===== config.mk =====
export PLATFORM = sky130hd
export DESIGN_NAME = decode_scoreboard
export DESIGN_NICKNAME = d
export VERILOG_FILES = /design/src/rtl/decode_scoreboard.sv
export SDC_FILE = /design/constraint.sdc
export NUM_CORES = 1
export LEC_CHECK = 0
export ABC_AREA = 1
export BUFFER_PORTS_ARGS = -buffer_cell sky130_fd_sc_hd__buf_4
export CORE_MARGIN = 1.5
export CORE_UTILIZATION = 57
export DETAILED_ROUTE_END_ITERATION = 8
export PLACE_DENSITY = 0.82
export SLEW_MARGIN = 25
export SYNTH_ARGS = -nofsm -noshare
export SYNTH_HDL_FRONTEND = slang
export SYNTH_SLANG_ARGS = --single-unit

===== constraint.sdc =====
create_clock -name clk -period 4.1 [get_ports clk]
set_input_delay 0.615 -clock clk [delete_from_list [all_inputs] [get_ports clk]]
set_output_delay 0.615 -clock clk [all_outputs]
set_load 0.01 [all_outputs]

===== src/rtl/decode_scoreboard.sv =====
// decode_scoreboard
//   Register-hazard scoreboard beside the decode stage. Tracks outstanding
//   writes to the scalar and vector register files and stalls decode on
//   RAW/WAW hazards. A drain request stalls issue until no writes remain.
//
// Ports
//   clk, rst_n                     clock, async active-low reset
//   issue_valid                    decode holds a valid instruction
//   s_src1/2(_en), v_src1/2(_en)   source fields (scalar / vector)
//   s_dst(_en), v_dst(_en)         destination fields
//   s_wb_en/addr, v_wb_en/addr     register-file writeback strobes
//   drain_req                      one-cycle drain request
//   stall, issue_fire              decode hold / instruction accepted
//   drain_done                     one-cycle drain-complete pulse
//   inflight                       number of busy bits set
//   s_busy, v_busy                 busy vectors
//   wb_err                         sticky: writeback to a non-busy register
//
// FSM states
//   state | meaning
//   IDLE  | normal issue
//   DRAIN | issue blocked until inflight reaches zero
module decode_scoreboard #(
   parameter int NREGS  = 32,
   parameter int ADDR_W = 5
) (
   input  logic              clk,
   input  logic              rst_n,
   input  logic              issue_valid,
   input  logic              s_src1_en,
   input  logic              s_src2_en,
   input  logic [ADDR_W-1:0] s_src1,
   input  logic [ADDR_W-1:0] s_src2,
   input  logic              v_src1_en,
   input  logic              v_src2_en,
   input  logic [ADDR_W-1:0] v_src1,
   input  logic [ADDR_W-1:0] v_src2,
   input  logic              s_dst_en,
   input  logic              v_dst_en,
   input  logic [ADDR_W-1:0] s_dst,
   input  logic [ADDR_W-1:0] v_dst,
   input  logic              s_wb_en,
   input  logic              v_wb_en,
   input  logic [ADDR_W-1:0] s_wb_addr,
   input  logic [ADDR_W-1:0] v_wb_addr,
   input  logic              drain_req,
   output logic              stall,
   output logic              issue_fire,
   output logic              drain_done,
   output logic [ADDR_W+1:0] inflight,
   output logic [NREGS-1:0]  s_busy,
   output logic [NREGS-1:0]  v_busy,
   output logic              wb_err
);

   localparam int INF_W = ADDR_W + 2;

   typedef enum logic {IDLE = 1'b0, DRAIN = 1'b1} state_t;

   state_t            state, state_nxt;
   logic              hazard;
   logic              s_set, v_set, s_clr, v_clr, s_spur, v_spur;
   logic [NREGS-1:0]  s_busy_nxt, v_busy_nxt;
   logic [INF_W-1:0]  inflight_nxt;

   always_comb begin
      hazard = (s_src1_en & s_busy[s_src1]) |
               (s_src2_en & s_busy[s_src2]) |
               (s_dst_en  & s_busy[s_dst])  |
               (v_src1_en & v_busy[v_src1]) |
               (v_src2_en & v_busy[v_src2]) |
               (v_dst_en  & v_busy[v_dst]);
   end

   assign stall      = issue_valid & (hazard | drain_req | (state == DRAIN));
   assign issue_fire = issue_valid & ~stall;

   // A set only fires on a clear bit (WAW check), so a same-bit set/clear
   // always sees the clear as spurious and the set wins naturally.
   assign s_set  = issue_fire & s_dst_en;
   assign v_set  = issue_fire & v_dst_en;
   assign s_clr  = s_wb_en &  s_busy[s_wb_addr];
   assign v_clr  = v_wb_en &  v_busy[v_wb_addr];
   assign s_spur = s_wb_en & ~s_busy[s_wb_addr];
   assign v_spur = v_wb_en & ~v_busy[v_wb_addr];

   always_comb begin
      s_busy_nxt = s_busy;
      v_busy_nxt = v_busy;
      if (s_clr) s_busy_nxt[s_wb_addr] = 1'b0;
      if (v_clr) v_busy_nxt[v_wb_addr] = 1'b0;
      if (s_set) s_busy_nxt[s_dst]     = 1'b1;
      if (v_set) v_busy_nxt[v_dst]     = 1'b1;
      inflight_nxt = inflight + INF_W'(s_set) + INF_W'(v_set)
                              - INF_W'(s_clr) - INF_W'(v_clr);
   end

   always_comb begin
      state_nxt  = state;
      drain_done = 1'b0;
      case (state)
         IDLE: begin
            if (drain_req) state_nxt = DRAIN;
         end
         DRAIN: begin
            if (inflight == '0) begin
               drain_done = 1'b1;
               state_nxt  = IDLE;
            end
         end
         default: state_nxt = IDLE;
      endcase
   end

   always_ff @(posedge clk or negedge rst_n) begin
      if (!rst_n) begin
         state    <= IDLE;
         s_busy   <= '0;
         v_busy   <= '0;
         inflight <= '0;
         wb_err   <= 1'b0;
      end else begin
         state    <= state_nxt;
         s_busy   <= s_busy_nxt;
         v_busy   <= v_busy_nxt;
         inflight <= inflight_nxt;
         if (s_spur | v_spur) wb_err <= 1'b1;
      end
   end

endmodule

==> results of run 1 <==
-- final cells by class --
type	count	area share, %
Multi-Input combinational cell	890	51.4
Sequential cell	73	22.8
Timing Repair Buffer	164	15.6
Inverter	84	3.96
Clock buffer	10	2.98
Tap cell	143	2.23
Clock inverter	5	0.999
-- worst max-delay path by stage --
| stage | from | endpoint | slack, ns | depth (start not counted) |
|---|---|---|---|---|
| 2_1_floorplan | s_src1[0] | inflight[5] | 0.16 | 22 |
| 3_3_place_gp | s_src1[0] | inflight[5] | 0.09 | 21 |
| 3_5_place_dp | s_src2[0] | inflight[5] | -0.004 | 21 |
| 4_1_cts | s_src2[0] | inflight[5] | 0.34 | 21 |
| 5_1_grt | s_src2[0] | inflight[5] | 0.1 | 21 |
| 6_report | v_dst[0] | inflight[5] | 0.41 | 22 |
-- worst register-to-register path, cell delays in order (launching register included) --
cell      delay, ns
dfrtp_1        0.46
buf_4          0.20
nand2_1        0.05
nand2_1        0.05
nand2_1        0.05
nand2_1        0.06
nand2_1        0.06
nand2_1        0.05
nor2_1         0.09
nand2_1        0.08
a21oi_1        0.13
nand3_1        0.12
nor3_2         0.16
nand2_1        0.09
fa_1           0.46
fa_1           0.36
inv_1          0.06
ha_1           0.16
inv_1          0.06
fa_1           0.39
o21bai_1       0.15
a21oi_1        0.09
xor2_1         0.14
-- Yosys cell counts (all sizes together) --
cell,n
nand2,459
nand3,114
inv,83
nor2,79
nand4,76
dfrtp,73
o21ai,68
buf,46
nor3,33
a22oi,32
clkbuf,11
ha,8
a21oi,6
nand3b,4
xor2,4
fa,3
and2,1
clkinv,1
o21bai,1
or2,1
xnor2,1
-- routing by layer --
layer	vias to the layer above	wire length, um	GRT usage (%)
met1	3687	9570	56.5
met3	92	3690	12.3
met2	593	9910	52.8
met5	-	0	0
met4	0	824	13.7
li1	3877	-	-
-- sequential cells by signal, summed over array words and instances, names as in the netlist --
register,cells
s_busy,32
v_busy,32
inflight,7
state,1
wb_err,1
-- cell families after synthesis --
logic type / after synthesis / synth area share [%]
AO/OA/AOI/OAI: 107 / 9.39
buffers and inverters: 141 / 9.81
AND/OR/NAND/NOR: 767 / 50.0
XOR/XNOR: 5 / 0.665
flip-flops: 73 / 27.8
adder cells (fa/ha/maj): 11 / 2.43
-- metrics by stage --
step / setup WS (ns) / std cells / TNS [ns] / power (mW)
global placement: 0.0876 / 1353 / 0 / 1.46
detailed placement: -0.00392 / 1353 / -0.00392 / 1.47
global route: 0.0952 / 1369 / 0 / 2.43
finish: 0.410 / 1369 / 0 / 2.33
CTS: 0.340 / 1368 / 0 / 2.31
floorplan: 0.160 / 1104 / 0 / 1.22
-- power by group --
group | total, mW | internal [mW] | leakage (nW) | switching [mW]
sequential | 0.833 | 0.771 | 0.992 | 0.0620
combinational | 0.645 | 0.260 | 3.04 | 0.385
clock | 0.850 | 0.545 | 0.151 | 0.305
-- repair_timing --
action / CTS / global route
gates resized for setup: 0 / 2
buffers inserted: 0 / 0
setup endpoints to repair: 0 / 1
==> key figures, run 1 <==
Power
  • VDD IR max: approximately 0.00044 V
  • Leak Pwr: between 4 and 5 nW
  • Power density over the cells: 290 nW/um2

Worst setup path
  • Worst path slowest cell: fa_1
  • Reg-to-Reg End: inflight[5]
  • Worst path bufs/invs: 4
  • Crit-path leading delay family: adder cells
  • CP Class: input port to flip-flop
  • CP max stage delay: around 0.45 ns
  • Critical path endpoint category: flip-flop
  • Crit path top cell by count: nand2_1
  • Worst reg2reg path startpoint: s_busy[21]
  • Worst-path fanout max: 12
  • Worst Reg2Reg Path Length in Cells: 22
  • Critical path arrival: ~3.9 ns
  • Worst path cell trace: buf_4 > nand2_2 > inv_1 > nand2_1 > o21ai_0 > o21ai_1 > nand2_1 > nor2_1 > nand2_1 > nand2_1 > nand3_1 > nor3_2 > nand2_1 > fa_1 > fa_1 > inv_1 > ha_1 > inv_1 > fa_1 > o21bai_1 > a21oi_1 > xor2_1
  • Startpoint Class: input port
  • Reg2reg setup slack: about 0.45 ns
  • Critical Path RT: approximately 4.3 ns

Routing
  • Detailed-route DRC error count: 0
  • Total detailed-routing wirelength: 24.0 mm
  • DRT Pass-1 Iters: 8
  • Via/cell ratio: 6.03
  • Drt first-iter violations: 1318
  • Antenna-violating nets left: 0
  • DR vias: approximately 8200
  • DR WL/cell: 17.5 um

Clock network
  • Cts bufs inserted: 9
  • Worst-Skew Late Latency: roughly 0.34 ns
  • CTS tree: done
  • CTS sink count: 73
  • Deepest clock path buffer count: 2
  • H-tree depth: 3
  • Clock Tree Root: clkbuf_16
  • Hold_buf cts: 0
  • Worst-path clk slew: roughly 0.06 ns

Global route
  • Vias in the first global route: between 7000 and 8000
  • Grt ovf: 0
  • Initial antenna violation count: 0
  • First-pass GRT wire length: roughly 38 mm
  • Gr usage total: roughly two fifths
  • Largest net degree at the start of global routing: 74

STA
  • Post-route clock period utilization: roughly 90%
  • Final hold violations: 0
  • Slew @ Worst Pin: around 0.65 ns
  • Minimum clock period: between 3 and 4 ns
  • Max Fclk: ~270 MHz
  • Final Setup Violations: 0
  • Skew final: roughly 0.01 ns
  • Hold_ws: around 0.2 ns
  • Pins Over Slew Limit: 0
  • Rel. slew slack: a little under three fifths
  • RSZ-0062 raised after global routing: false

Synth
  • Synth Cell Area: ~6600 um2
  • Leading area contributor after synthesis: dfrtp_1
  • Synthesis-stage register bit count: 73
  • Yosys top cell area share: 27.8%
  • Sequential cell area fraction in the yosys report: 27.8%
  • Syn Inst Count: 1104
  • Yosys warns: 0
  • Synth unique cells: 29
  • Syn avg cell area: approximately 6 um2
  • Area contributors post-synth: dfrtp_1 28%, nand2_1 26%, nand3_1 8.7%, nand4_1 7.2%, o21ai_0 4.9%
  • Net Count, Synth: between 1000 and 1500

Die
  • Core ar.: ~11000 um2
  • Die area: roughly 12000 um2
  • Die X: ~110 um
  • Initial Utilization: approximately 58%
  • Die Ht: ~110 um
  • Row cnt: 39
  • I/O pins: ~130

Finish
  • Filler cells: about 1000
  • Commonest cells after routing, fill and taps aside: 457 x nand2_1, 163 x buf_4, 113 x nand3_1, 76 x nand4_1, 75 x nor2_1
  • Layout cell share with drive strength beyond 1: between 15 and 20%
  • Syn-to-layout area delta: 21.8%
  • Antenna diode count: 0
  • Seq. cell area: 1830 um2
  • Final design area excluding fillers: 8020 um2
  • Commonest non-fill, non-tap cell in the layout: nand2_1
  • Area of the multi-input gates: between 4000 and 5000 um2
  • Final nets: between 1000 and 1500
  • Fin util: a little over two thirds

Worst hold path
  • Worst hold path class: input port to async pin

Place
  • PortBufs: ~130
  • GP Congestion: ~1.1
  • Placed instance area: between 7000 and 8000 um2
  • DP HPWL: between 15 and 20 mm

Run
  • Max-Cap Viols: 0

Outcome
  • Status: complete, no violations
Note: power is estimated with default switching activity, not from simulation.
==> run 2, diff against run 1 <==
--- a/config.mk
+++ b/config.mk
@@ -10,7 +10,7 @@
 export CORE_MARGIN = 1.5
 export CORE_UTILIZATION = 57
 export DETAILED_ROUTE_END_ITERATION = 8
-export PLACE_DENSITY = 0.82
+export PLACE_DENSITY = 0.85
 export SLEW_MARGIN = 25
 export SYNTH_ARGS = -nofsm -noshare
 export SYNTH_HDL_FRONTEND = slang
==> run 2 against run 1 <==
Net effect: cell count rose by 0.15%; die area unchanged; hold slack worse by 0.049 ns; fmax decreased by 1.6%; global-route usage up 1.6 points; core utilization grew 0.099 points; critical endpoint unchanged; largest cell class unchanged.
==> key figures, run 2 (synthesis gave the netlist of run 1 again) <==
Die
  • Die Ht: 110 um
  • Core ar.: 11300 um2
  • I/O pins: between 100 and 150
  • Die X: roughly 110 um
  • Initial Utilization: 58.1%
  • Die area: 12200 um2
  • Row cnt: 39

Global route
  • First-pass GRT wire length: between 30 and 40 mm
  • Initial antenna violation count: 0
  • Gr usage total: roughly two fifths
  • Vias in the first global route: 7388
  • Grt ovf: 0
  • Largest net degree at the start of global routing: 74

Finish
  • Antenna diode count: 0
  • Commonest cells after routing, fill and taps aside: 457 x nand2_1, 163 x buf_4, 114 x nand3_1, 76 x nand4_1, 75 x nor2_1
  • Commonest non-fill, non-tap cell in the layout: nand2_1
  • Syn-to-layout area delta: 22.0%
  • Final nets: 1286
  • Layout cell share with drive strength beyond 1: between 10% and 20%
  • Largest regs: s_busy (32), v_busy (32), inflight (7)

Worst setup path
  • Startpoint Class: input port
  • Critical path endpoint category: flip-flop
  • Critical path arrival: 3.97 ns
  • CP Class: input port to flip-flop
  • Reg2reg setup slack: between 0.4 and 0.5 ns
  • Critical Path RT: 4.32 ns
  • Worst-path fanout max: 19

Clock network
  • CTS tree: done
  • Worst-path clk slew: roughly 0.060 ns
  • Clock Tree Root: clkbuf_16
  • CTS sink count: 73
  • Worst-Skew Late Latency: 0.34 ns
  • Deepest clock path buffer count: 2
  • Hold_buf cts: 0
  • H-tree depth: 3
  • Cts bufs inserted: 9

STA
  • Rel. slew slack: ~55%
  • Minimum clock period: 3.75 ns
  • Pins Over Slew Limit: 0
  • Final Setup Violations: 0
  • Max Fclk: ~270 MHz
  • Final hold violations: 0
  • RSZ-0062 raised after global routing: false
  • Slew @ Worst Pin: between 0.6 and 0.7 ns
  • Post-route clock period utilization: approximately 91%
  • Setup TNS: 0 ns
  • Fin worst setup slack: ~0.35 ns
  • Skew final: 0.00915 ns

Place
  • GP Congestion: roughly 1.0
  • PortBufs: approximately 130
  • Pre-CTS setup slack: -0.0293 ns
  • DP HPWL: 17.2 mm

Routing
  • Total detailed-routing wirelength: 25.1 mm
  • DR vias: 8336
  • Detailed-route DRC error count: 0
  • DR WL/cell: roughly 18 um
  • Via/cell ratio: just over 6
  • Antenna-violating nets left: 0
  • Drt first-iter violations: 1385
  • DRT Pass-1 Iters: 6

Outcome
  • Status: complete, no violations

Run
  • Max-Cap Viols: 0

Power
  • VDD IR max: approximately 0.00038 V
  • Final Power: 2.32 mW
  • Flop pwr share: a little over a third
  • Power density over the cells: a little under 300 nW/um2
  • Net switching power: between 0.7 and 0.8 mW
  • Comb pwr share: 28.1%
  • Internal power: ~1.6 mW
  • Fraction of power spent switching nets: about a third
  • Clock Power Share: between 30 and 40%
  • Leak Pwr: 4.20 nW

Worst hold path
  • Worst hold path class: input port to async pin
run 2: stage by stage:
stage / utilization, % / hold WS (ns) / instances / cell area (um2)
5_1_grt: 70.9 / 0.162 / 1371 / 8030
3_5_place_dp: 67.9 / 0.478 / 1354 / 7680
2_1_floorplan: - / 0.319 / 1104 / 6580
4_1_cts: 70.6 / 0.455 / 1370 / 8000
6_report: 70.9 / 0.150 / 1371 / 8030
3_3_place_gp: 67.9 / 0.460 / 1354 / 7680
run 2: metal layers:
metal  wire, um  vias up  track usage [%]
li1           -     3885                -
met1       9990     3723             59.0
met2      10700      653             56.3
met3       3720       75             11.0
met4        686        0             13.8
met5          0        -                0
run 2: repair_timing:
item,4_1_cts,5_1_grt
resized for setup,0,1
setup endpoints to repair,0,1
endpoints found under the hold margin,0,0
setup buffers,0,0
run 2: worst paths after layout:
check / from / cells past startpoint / end
min in group clk: wb_err / 1 / wb_err
setup / recovery: s_dst[0] / 23 / inflight[5]
setup reg to reg: s_busy[28] / 21 / inflight[5]
max in group asynchronous: rst_n / 2 / s_busy[11]
hold / removal: rst_n / 1 / v_busy[9]
hold reg to reg: wb_err / 1 / wb_err
run 2: area by class of cell:
class	count	area (um2)
Clock inverter	4	48.8
Timing Repair Buffer	165	1270
Tap cell	143	179
Multi-Input combinational cell	890	4120
Fill cell	995	3290
Clock buffer	12	267
Inverter	84	318
Sequential cell	73	1830
run 2: power by group through the flow:
stage / clock network [mW] / registers (mW) / logic, mW
after global routing: 0.864 / 0.836 / 0.722
after detailed placement: 0 / 0.840 / 0.636
after CTS: 0.832 / 0.829 / 0.640
after global placement: 0 / 0.839 / 0.624
final: 0.834 / 0.831 / 0.652
after floorplan: 0 / 0.842 / 0.382
run 2: worst max-delay path, stage by stage:
cell and delay [ns]:
buf_4 0.21, inv_4 0.13, nand2_1 0.08, nand2_1 0.05, nand2_1 0.05, nand2_1 0.07
nand2_1 0.06, nand2_1 0.04, nor2_1 0.13, nand2_1 0.09, a21oi_1 0.13, nand3_1 0.15
nor3_2 0.19, nand2_1 0.09, fa_1 0.47, fa_1 0.38, inv_1 0.06, ha_1 0.15
inv_1 0.06, fa_1 0.39, o21bai_1 0.14, a21oi_1 0.09, xor2_1 0.14
==> run 3, diff against run 2 <==
--- a/config.mk
+++ b/config.mk
@@ -7,10 +7,12 @@
 export LEC_CHECK = 0
 export ABC_AREA = 1
 export BUFFER_PORTS_ARGS = -buffer_cell sky130_fd_sc_hd__buf_4
+export CELL_PAD_IN_SITES_DETAIL_PLACEMENT = 1
+export CELL_PAD_IN_SITES_GLOBAL_PLACEMENT = 2
 export CORE_MARGIN = 1.5
-export CORE_UTILIZATION = 57
+export CORE_UTILIZATION = 29
 export DETAILED_ROUTE_END_ITERATION = 8
-export PLACE_DENSITY = 0.85
+export PLACE_DENSITY = 0.84
 export SLEW_MARGIN = 25
 export SYNTH_ARGS = -nofsm -noshare
 export SYNTH_HDL_FRONTEND = slang
==> run 3 against run 2 <==
Net effect: hold slack improved by 0.16 ns; first-iteration DRC count shrank 56%; clock power hardly changed; via count is 1.1% higher; register-to-register slack got worse by 0.098 ns; sequential cell count unchanged; critical endpoint unchanged.
==> key figures, run 3 (synthesis gave the netlist of run 1 again) <==
Outcome
  • Status: complete, no violations

Worst setup path
  • Startpoint Class: flip-flop
  • Worst path bufs/invs: 2
  • Worst Reg2Reg Path Length in Cells: 21
  • Worst-path fanout max: 6
  • CP Class: flip-flop to flip-flop
  • Worst path cell trace: nand2_1 > nand2_1 > nand2_1 > nand2_1 > nand2_1 > nand2_1 > nor2_1 > nand2_1 > a21oi_2 > nand3_2 > nor3_2 > nand2_1 > fa_1 > fa_1 > inv_1 > ha_1 > inv_1 > fa_1 > o21bai_1 > a21oi_1 > xor2_1
  • CP max stage delay: about 0.51 ns
  • Worst path slowest cell: dfrtp_1
  • Critical path endpoint category: flip-flop
  • Critical Path RT: between 4 and 5 ns
  • Instance count on the critical path: 21
  • Crit path top cell by count: nand2_1
  • Crit-path leading delay family: adder cells
  • Critical path arrival: slightly above 4 ns

Routing
  • Detailed-route DRC error count: 0
  • Total detailed-routing wirelength: approximately 32 mm
  • DRT Pass-1 Iters: 5
  • Antenna-violating nets left: 0
  • DR vias: 8425
  • DR WL/cell: about 21 um
  • Drt first-iter violations: between 600 and 700
  • Via/cell ratio: ~5.5

STA
  • Minimum clock period: roughly 3.8 ns
  • Max Fclk: approximately 260 MHz
  • Fin worst setup slack: 0.312 ns
  • Skew final: 0.00755 ns
  • Final hold violations: 0
  • Slew @ Worst Pin: around 0.74 ns
  • Final Setup Violations: 0
  • Pins Over Slew Limit: 0
  • RSZ-0062 raised after global routing: false
  • Rel. slew slack: about half
  • Post-route clock period utilization: approximately 90%
  • Hold_ws: just over 0.3 ns

Finish
  • Fin util: between 30% and 40%
  • Largest regs: s_busy (32), v_busy (32), inflight (7)
  • Final nets: about 1300
  • Commonest cells after routing, fill and taps aside: 457 x nand2_1, 185 x buf_4, 113 x nand3_1, 76 x nand4_1, 75 x nor2_1
  • Commonest non-fill, non-tap cell in the layout: nand2_1
  • Antenna diode count: 0
  • Syn-to-layout area delta: 27.6%
  • Filler cells: 2948
  • Area of the multi-input gates: ~4100 um2
  • Non-Filler Instances: between 1500 and 2000
  • Layout cell share with drive strength beyond 1: around a fifth
  • Seq. cell area: around 1800 um2

Global route
  • Grt ovf: 0
  • Largest net degree at the start of global routing: 74
  • Gr usage total: between 20 and 30%
  • Vias in the first global route: roughly 8500
  • Initial antenna violation count: 1
  • First-pass GRT wire length: 50.0 mm

Die
  • Row cnt: 54
  • Die area: around 24000 um2
  • Initial Utilization: around 30%
  • I/O pins: 127
  • Die Ht: about 150 um
  • Die X: 154 um
  • Core ar.: about 22000 um2

Power
  • Fraction of power spent switching nets: a little over a third
  • Leak Pwr: 4.30 nW
  • Power density over the cells: 279 nW/um2
  • Internal power: ~1.5 mW
  • Flop pwr share: a little over a third
  • Clock Power Share: a little over a third
  • Comb pwr share: between 20 and 30%
  • Net switching power: approximately 0.82 mW
  • Final Power: 2.34 mW
  • VDD IR max: between 0.00015 and 0.0002 V

Clock network
  • Clock Tree Root: clkbuf_16
  • Postcts setup bufs: 0
  • H-tree depth: 3
  • CTS sink count: 73
  • Deepest clock path buffer count: 2
  • Worst-Skew Late Latency: 0.35 ns
  • CTS tree: done
  • Cts bufs inserted: 9
  • Hold_buf cts: 0
  • Worst-path clk slew: about 0.070 ns

Worst hold path
  • Worst hold path class: input port to async pin

Place
  • Pre-CTS setup slack: -0.324 ns
  • PortBufs: ~130
  • Number of cells after detailed placement: around 1500
  • DP HPWL: roughly 23 mm
  • GP Congestion: 0.877

Run
  • Max-Cap Viols: 0
run 3: cell count changes in the layout (fill, tap and decap cells not counted), sizes merged:
cell and change:
clkinv +1, clkbuf -3, clkinvlp +1, inv +1, buf +24
run 3: routing by layer:
metal  routed length (um)  up-vias  track usage (%)
li1                     -     3939                -
met1                13500     4085             35.3
met2                14700      322             44.5
met3                 2120       79             3.97
met4                 1490        0             13.5
met5                    0        -                0
run 3: layout make-up:
type | count | area share [%]
well taps | 280 | 4.17
flip-flops and latches | 73 | 21.9
clock buffers | 9 | 2.68
repair buffers | 189 | 17.4
inverters | 84 | 3.78
multi-input cells | 890 | 49.2
clock inverters | 7 | 0.924
run 3: stage by stage:
step                      instance area (um2)  TNS (ns)
after detailed placement                 8070    -0.893
after global placement                   8070    -0.191
after CTS                                8370         0
after floorplan                          6580         0
after global routing                     8400         0
final                                    8400         0
run 3: path summary, 6_finish.rpt:
kind / from / end / slack (ns)
worst max-delay path: s_busy[12] / inflight[5] / 0.31
worst min-delay path: rst_n / s_busy[13] / 0.31
worst max register to register: s_busy[12] / inflight[5] / 0.31
worst min register to register: wb_err / wb_err / 0.49
max in group asynchronous: rst_n / s_busy[10] / 3.27
min in group clk: wb_err / wb_err / 0.49
run 3: power groups by stage:
stage	combinational (mW)	clock, mW	sequential, mW
3_3_place_gp	0.662	0	0.844
2_1_floorplan	0.382	0	0.842
3_5_place_dp	0.678	0	0.845
4_1_cts	0.682	0.848	0.832
5_1_grt	0.761	0.876	0.840
6_report	0.678	0.833	0.831
run 3: what timing repair did:
| action | CTS | global route |
|---|---|---|
| gates resized for setup | 0 | 13 |
| endpoints found under the hold margin | 0 | 0 |
| endpoints found under the setup margin | 0 | 4 |
